$ cat src/rtl/action_determiner_core_pkg.sv
// ----------------------------------------------------------------------------
// q_pkg
// Shared types and constants for the epsilon-greedy action determiner.
//   DATA_W     : width of the signed Q-values
//   ITER_W     : width of the iteration counters
//   LFSR_SEED  : nonzero reset value of the 16-bit exploration LFSR
//   LFSR_TAPS  : feedback mask for x^16+x^14+x^13+x^11+1 (bits 15,13,12,10)
//   action_t   : 2-bit action code, ACT_0..ACT_3
//   lfsr_next  : one Fibonacci step of the LFSR (shift left, feedback into bit 0)
// ----------------------------------------------------------------------------
package q_pkg;

    localparam int          DATA_W    = 32;
    localparam int          ITER_W    = 12;
    localparam logic [15:0] LFSR_SEED = 16'hACE1;
    localparam logic [15:0] LFSR_TAPS = 16'hB400;

    typedef enum logic [1:0] {
        ACT_0 = 2'd0,
        ACT_1 = 2'd1,
        ACT_2 = 2'd2,
        ACT_3 = 2'd3
    } action_t;

    function automatic logic [15:0] lfsr_next(input logic [15:0] state);
        return {state[14:0], ^(state & LFSR_TAPS)};
    endfunction

endpackage

$ cat src/rtl/action_determiner_core_if.sv
// ----------------------------------------------------------------------------
// action_determiner_core_if
// Groups the per-cycle data bus of the action determiner.
//   iteration, total_iteration : unsigned iteration index / planned total
//   Q_max                      : signed maximum Q-value of the current state
//   in0..in3                   : signed Q-values for actions 0..3
//   act                        : selected action (registered in the core)
// Modports: master drives the Q-values and counters, slave returns act.
// ----------------------------------------------------------------------------
interface action_determiner_core_if;
    import q_pkg::*;

    logic        [ITER_W-1:0] iteration;
    logic        [ITER_W-1:0] total_iteration;
    logic signed [DATA_W-1:0] Q_max;
    logic signed [DATA_W-1:0] in0;
    logic signed [DATA_W-1:0] in1;
    logic signed [DATA_W-1:0] in2;
    logic signed [DATA_W-1:0] in3;
    action_t                  act;

    modport master (
        output iteration, total_iteration, Q_max, in0, in1, in2, in3,
        input  act
    );

    modport slave (
        input  iteration, total_iteration, Q_max, in0, in1, in2, in3,
        output act
    );

endinterface

$ cat src/rtl/action_determiner_core_lfsr16.sv
// ----------------------------------------------------------------------------
// q_lfsr16
// 16-bit Fibonacci LFSR (x^16+x^14+x^13+x^11+1) used as the exploration
// randomness source. Only built when ACTDET_EXPLORE_EN is defined; the pure
// greedy build has no use for it.
//   clk  : rising-edge clock
//   rst  : asynchronous active-high reset, loads SEED
//   en   : advance one step per clock when high
//   lfsr : current LFSR state
// A nonzero seed keeps the register out of the all-zero lock-up state.
// ----------------------------------------------------------------------------
`ifdef ACTDET_EXPLORE_EN
module q_lfsr16
    import q_pkg::*;
#(
    parameter logic [15:0] SEED = LFSR_SEED
) (
    input  logic        clk,
    input  logic        rst,
    input  logic        en,
    output logic [15:0] lfsr
);

    logic [15:0] lfsr_d;
    logic [15:0] lfsr_q;

    always_comb begin
        lfsr_d = lfsr_q;
        if (en) begin
            lfsr_d = lfsr_next(lfsr_q);
        end
    end

    always_ff @(posedge clk or posedge rst) begin
        if (rst) begin
            lfsr_q <= SEED;
        end else begin
            lfsr_q <= lfsr_d;
        end
    end

    assign lfsr = lfsr_q;

endmodule
`endif

$ cat src/rtl/action_determiner_core.sv
// ----------------------------------------------------------------------------
// action_determiner_core
// Epsilon-greedy action selector: one of four actions per clock, registered.
//   clk : rising-edge clock
//   rst : asynchronous active-high reset (act -> 0, LFSR -> seed)
//   bus : action_determiner_core_if.slave (iteration, total_iteration,
//         Q_max, in0..in3 in; act out)
// Greedy action: first input equal to Q_max (priority 0..3); if none match,
// the signed argmax with ties to the lowest index.
// Macro ACTDET_EXPLORE_EN: when defined, an LFSR-driven explore path replaces
// the greedy choice with probability (total-iteration)/total, tested as
// r*total < rem<<12 so no divider is needed. When undefined, act is purely
// greedy and neither the LFSR nor the multiplier exists.
// ----------------------------------------------------------------------------
module action_determiner_core
    import q_pkg::*;
#(
    parameter logic [15:0] SEED = LFSR_SEED
) (
    input  logic                    clk,
    input  logic                    rst,
    action_determiner_core_if.slave bus
);

    logic signed [DATA_W-1:0] q_in [4];
    logic signed [DATA_W-1:0] best_q;
    logic                     found;
    action_t                  greedy_act;
    action_t                  act_d;
    action_t                  act_q;

    always_comb begin
        q_in[0] = bus.in0;
        q_in[1] = bus.in1;
        q_in[2] = bus.in2;
        q_in[3] = bus.in3;
    end

    // Exact match wins first; strict '>' in the argmax keeps ties on the
    // lowest index.
    always_comb begin
        greedy_act = ACT_0;
        found      = 1'b0;
        best_q     = q_in[0];
        for (int i = 0; i < 4; i++) begin
            if (!found && (q_in[i] == bus.Q_max)) begin
                greedy_act = action_t'(i[1:0]);
                found      = 1'b1;
            end
        end
        if (!found) begin
            greedy_act = ACT_0;
            for (int i = 1; i < 4; i++) begin
                if (q_in[i] > best_q) begin
                    best_q     = q_in[i];
                    greedy_act = action_t'(i[1:0]);
                end
            end
        end
    end

`ifdef ACTDET_EXPLORE_EN
    localparam int PROD_W = 2 * ITER_W + 1;

    logic [15:0]       lfsr;
    logic [ITER_W-1:0] rem;
    logic [PROD_W-1:0] lhs;
    logic [PROD_W-1:0] rhs;
    logic              explore;
    logic              unused_lfsr_bits;

    q_lfsr16 #(.SEED(SEED)) u_lfsr (
        .clk  (clk),
        .rst  (rst),
        .en   (1'b1),
        .lfsr (lfsr)
    );

    assign unused_lfsr_bits = ^lfsr[13:12];

    // Explore with probability rem/total: r is uniform over 0..4095, so
    // r*total < rem*4096 compares the sample against the scaled threshold.
    // iteration==0 gives rem==total, which always holds since r < 4096.
    always_comb begin
        rem = '0;
        if (bus.iteration < bus.total_iteration) begin
            rem = bus.total_iteration - bus.iteration;
        end
        lhs     = PROD_W'(lfsr[11:0]) * PROD_W'(bus.total_iteration);
        rhs     = PROD_W'(rem) << 12;
        explore = (bus.total_iteration != '0) && (lhs < rhs);
        act_d   = explore ? action_t'(lfsr[15:14]) : greedy_act;
    end
`else
    logic [15:0] unused_seed;

    assign unused_seed = SEED;

    always_comb begin
        act_d = greedy_act;
    end
`endif

    always_ff @(posedge clk or posedge rst) begin
        if (rst) begin
            act_q <= ACT_0;
        end else begin
            act_q <= act_d;
        end
    end

    assign bus.act = act_q;

endmodule

$ cat src/flat_wrapper.sv
// flat-port wrapper written by rule: the top's interface ports become plain ports
module action_determiner_core_flat import q_pkg::*;
#(
    parameter logic [15:0] SEED = LFSR_SEED
)
  (clk, rst, bus_iteration, bus_total_iteration, bus_Q_max, bus_in0, bus_in1, bus_in2, bus_in3, bus_act);
  action_determiner_core_if bus_i ();
  input  logic clk;
  input  logic rst;
  input wire logic [$bits(bus_i.iteration)-1:0] bus_iteration;
  input wire logic [$bits(bus_i.total_iteration)-1:0] bus_total_iteration;
  input wire logic [$bits(bus_i.Q_max)-1:0] bus_Q_max;
  input wire logic [$bits(bus_i.in0)-1:0] bus_in0;
  input wire logic [$bits(bus_i.in1)-1:0] bus_in1;
  input wire logic [$bits(bus_i.in2)-1:0] bus_in2;
  input wire logic [$bits(bus_i.in3)-1:0] bus_in3;
  output wire logic [$bits(bus_i.act)-1:0] bus_act;
  assign bus_i.iteration = bus_iteration;
  assign bus_i.total_iteration = bus_total_iteration;
  assign bus_i.Q_max = bus_Q_max;
  assign bus_i.in0 = bus_in0;
  assign bus_i.in1 = bus_in1;
  assign bus_i.in2 = bus_in2;
  assign bus_i.in3 = bus_in3;
  assign bus_act = bus_i.act;
  action_determiner_core #(.SEED(SEED)) u_core (.clk(clk), .rst(rst), .bus(bus_i));
endmodule
$ cat config.mk
export PLATFORM = sky130hd
export DESIGN_NAME = action_determiner_core_flat
export DESIGN_NICKNAME = d
export VERILOG_FILES = /design/src/rtl/action_determiner_core_pkg.sv /design/src/rtl/action_determiner_core_if.sv /design/src/rtl/action_determiner_core_lfsr16.sv /design/src/rtl/action_determiner_core.sv /design/src/flat_wrapper.sv
export SDC_FILE = /design/constraint.sdc
export NUM_CORES = 1
export LEC_CHECK = 0
export CORE_MARGIN = 3
export CORE_UTILIZATION = 41
export DETAILED_ROUTE_END_ITERATION = 7
export HOLD_SLACK_MARGIN = 0.12
export PLACE_DENSITY = 0.8
export SYNTH_ARGS = -nofsm -noshare
export SYNTH_HDL_FRONTEND = slang
export SYNTH_SLANG_ARGS = --single-unit
export TNS_END_PERCENT = 30
$ cat constraint.sdc
create_clock -name clk -period 0.8 [get_ports clk]
set_input_delay 0.16 -clock clk [delete_from_list [all_inputs] [get_ports clk]]
set_output_delay 0.16 -clock clk [all_outputs]
set_load 0.01 [all_outputs]
==> run_results.csv <==
group,metric,value,unit
clocking,cts_buffer_depth,2,
grt,grt_busiest_layer,"met2",
sta,setup_ws,-5690,ps
critical_path,cp_top_family,"simple AND/OR/NAND/NOR gates",
run_status,status,"finished, violations left",
sta,finalSetupViolCount,4,
sta,final_hold_viol_count,0,
floorplanning,start_util,42.8,%
floorplanning,ioPinCount,188,
sta,fin_crit_sh,811,%
logic_synthesis,synth_top_area_cell,"ha_1",
floorplanning,fp.coreArea,10500,um^2
logic_synthesis,yosysMostFrequentCell,"ha_1",
critical_path,cp-start-kind,"input pin",
power_and_ir_drop,p_sw_share,46.3,%
sta,fmax,154,MHz
drt,postRouteAntennaNets,0,
power_and_ir_drop,switchingPower,5.01,mW
sta,fin_crit,6490,ps
place,port_buffers,163,
critical_path,cp.buffers_inverters,9,
power_and_ir_drop,power_leakage,4.17,nW
cells_and_area,nNetsFinal,1261,
power_and_ir_drop,power,10.8,mW
grt,gr-usage-met2,65.6,%
power_and_ir_drop,p_clk_share,3.9,%
logic_synthesis,synthFlopType,"dfrtp_1",
clocking,cts_hold_buffers,0,
clocking,clkTransAtPathRegs,30,ps
critical_path,critPathKind,"input pin to flip-flop",
clocking,numClockSinks,2,
drt,wl,27900,um
sta,slew_headroom,57.9,%
critical_path,crit_slowest_cell,"or4_4",
flow_run,drv_cap,0,
critical_path,slowest_delay,500,ps
critical_path,worst_path_most_repeated_cell,"buf_12",
critical_path,cp_max_fo,19,
grt,grt_use_total,39.0,%
cells_and_area,diodes,0,
place,place_area,7980,um^2
critical_path,cp.required,890,ps
power_and_ir_drop,combPwrFrac,94.4,%
drt,drc,0,
critical_path,critPathCaptureType,"flip-flop",
cells_and_area,drive_gt1_share,40.4,%
cells_and_area,syn_to_final_growth,99.2,%
logic_synthesis,avgSynthCellArea,7.80,um^2
drt,drtPass1Iterations,5,
sta,drv_slew,0,
logic_synthesis,synth_nets,859,
grt,grt_use_met1,48.1,%
power_and_ir_drop,seqPwrFrac,1.6,%
drt,wl_per_cell,25.1,um
clocking,cts_tree,"built",
logic_synthesis,synth_top_area_share,26.7,%
drt,avgViaCountPerCell,6.18,
floorplanning,die_w,111,um
floorplanning,die_area,12300,um^2
floorplanning,fp.dieH,111,um
logic_synthesis,async_flop_share,100,%
place,post-place-ws,-5970,ps
grt,grt_overflow,0,
power_and_ir_drop,p_per_area,1210,nW/um^2
logic_synthesis,ys_seq_area_share,1.11,%
hold_path,min_path_type,"input pin to async pin",
logic_synthesis,yosys-top-cells-count,"96 x ha_1, 64 x xnor2_1, 64 x xor2_1",
logic_synthesis,synth_area_leaders,"ha_1 27%, xnor2_1 12%, xor2_1 12%",
clocking,numCtsBuffers,3,
power_and_ir_drop,internal_power,5.80,mW
cells_and_area,fin_area,8960,um^2
cells_and_area,largest_reg_flops,2,
grt,grt_pass1_wl,37500,um
grt,grtUsageMet3,6.44,%
floorplanning,fp-row-count,37,
logic_synthesis,synth_area,4500,um^2
sta,worstMarginPinSlew,626,ps
sta,whs,108,ps
logic_synthesis,yosysWarningCount,0,
grt,grt_max_degree,21,
logic_synthesis,yosysUniqueCellTypes,51,
critical_path,arrival,6580,ps
run_status,violations,"negative setup slack",
logic_synthesis,synth_edf_count,0,
logic_synthesis,ys_ff_latch,2,
place,gp_congestion,1.01,
grt,grt_antenna_before_repair,0,
clocking,root_buffer,"clkbuf_8",
grt,grt_pass1_vias,6753,
sta,fin_setup_tns,-11540,ps
clocking,htreeDepth,1,
logic_synthesis,netlist_instances,577,
drt,drt_iter0_drc,727,
drt,vias,6876,
power_and_ir_drop,ir_worst_vdd,0.856,mV
sta,rsz0062_at_grt,"yes",
place,hpwl,20300,um
## routing by layer
layer / wire length, um / vias to the layer above
met1: 10200 / 3181
met5: 0 / -
met2: 12400 / 564
li1: - / 2935
met3: 2860 / 196
met4: 2430 / 0
## placed cells by master, fill, tap and decap left out, types with 8 or more instances in the layout
master and n:
a21oi_1 34, xnor2_1 64, buf_12 10, nor4_1 21, ha_4 33, buf_4 225
xor2_1 64, clkdlybuf4s50_1 97, nand2_1 22, inv_1 25, nand4_1 42, inv_2 13
nor2_1 40, mux2i_2 8, nand3_1 8, clkbuf_2 40, o21ai_0 11, mux2i_4 16
ha_1 61, a21o_1 34
## power groups by stage
| stage | Combinational [mW] | Sequential, mW | Clock, mW |
|---|---|---|---|
| 2_1_floorplan | 3.88 | 0.188 | 0 |
| 3_3_place_gp | 7.47 | 0.179 | 0 |
| 3_5_place_dp | 7.71 | 0.177 | 0 |
| 4_1_cts | 8.93 | 0.174 | 0.410 |
| 5_1_grt | 10.7 | 0.174 | 0.422 |
| 6_report | 10.2 | 0.175 | 0.426 |
## final cells by class
cell class                      instances  area, um^2
Timing Repair Buffer                  406        3480
Sequential cell                         2        50.0
Multi-Input combinational cell        527        5060
Clock buffer                            3        41.3
Tap cell                              136         170
Fill cell                             588        1550
Inverter                               39         159
## stage by stage
stage	std cells	util (%)
6_report	1113	85.3
5_1_grt	1113	85.3
4_1_cts	1101	82.2
3_5_place_dp	1077	76.0
3_3_place_gp	1077	76.0
2_1_floorplan	577	-
## cell families after synthesis
| family | count (synthesis) | synth area share [%] |
|---|---|---|
| buf+inv | 48 | 4.78 |
| compound gates | 119 | 17.8 |
| simple gates | 151 | 17.2 |
| flops | 2 | 1.11 |
| fa+ha+maj | 96 | 26.7 |
| xor+xnor | 128 | 24.9 |
| mux | 33 | 7.48 |
## repair_timing
item                       in CTS  in global routing
pin swaps                      46                 63
resized for setup             145                153
buffers inserted               17                 12
setup endpoints to repair       4                  4
gates cloned                    4                  2
## final timing paths
| check | startpoint | to | slack [ps] | cells past startpoint |
|---|---|---|---|---|
| worst max-delay path | bus_in0[13] | u_core.bus.act[0] | -5690 | 30 |
| worst min-delay path | rst | u_core.bus.act[1] | 110 | 2 |
| max in group asynchronous | rst | u_core.bus.act[0] | 560 | 2 |
| min in group clk | bus_in1[8] | u_core.bus.act[1] | 830 | 8 |
Power figures use the tool's default switching activity.
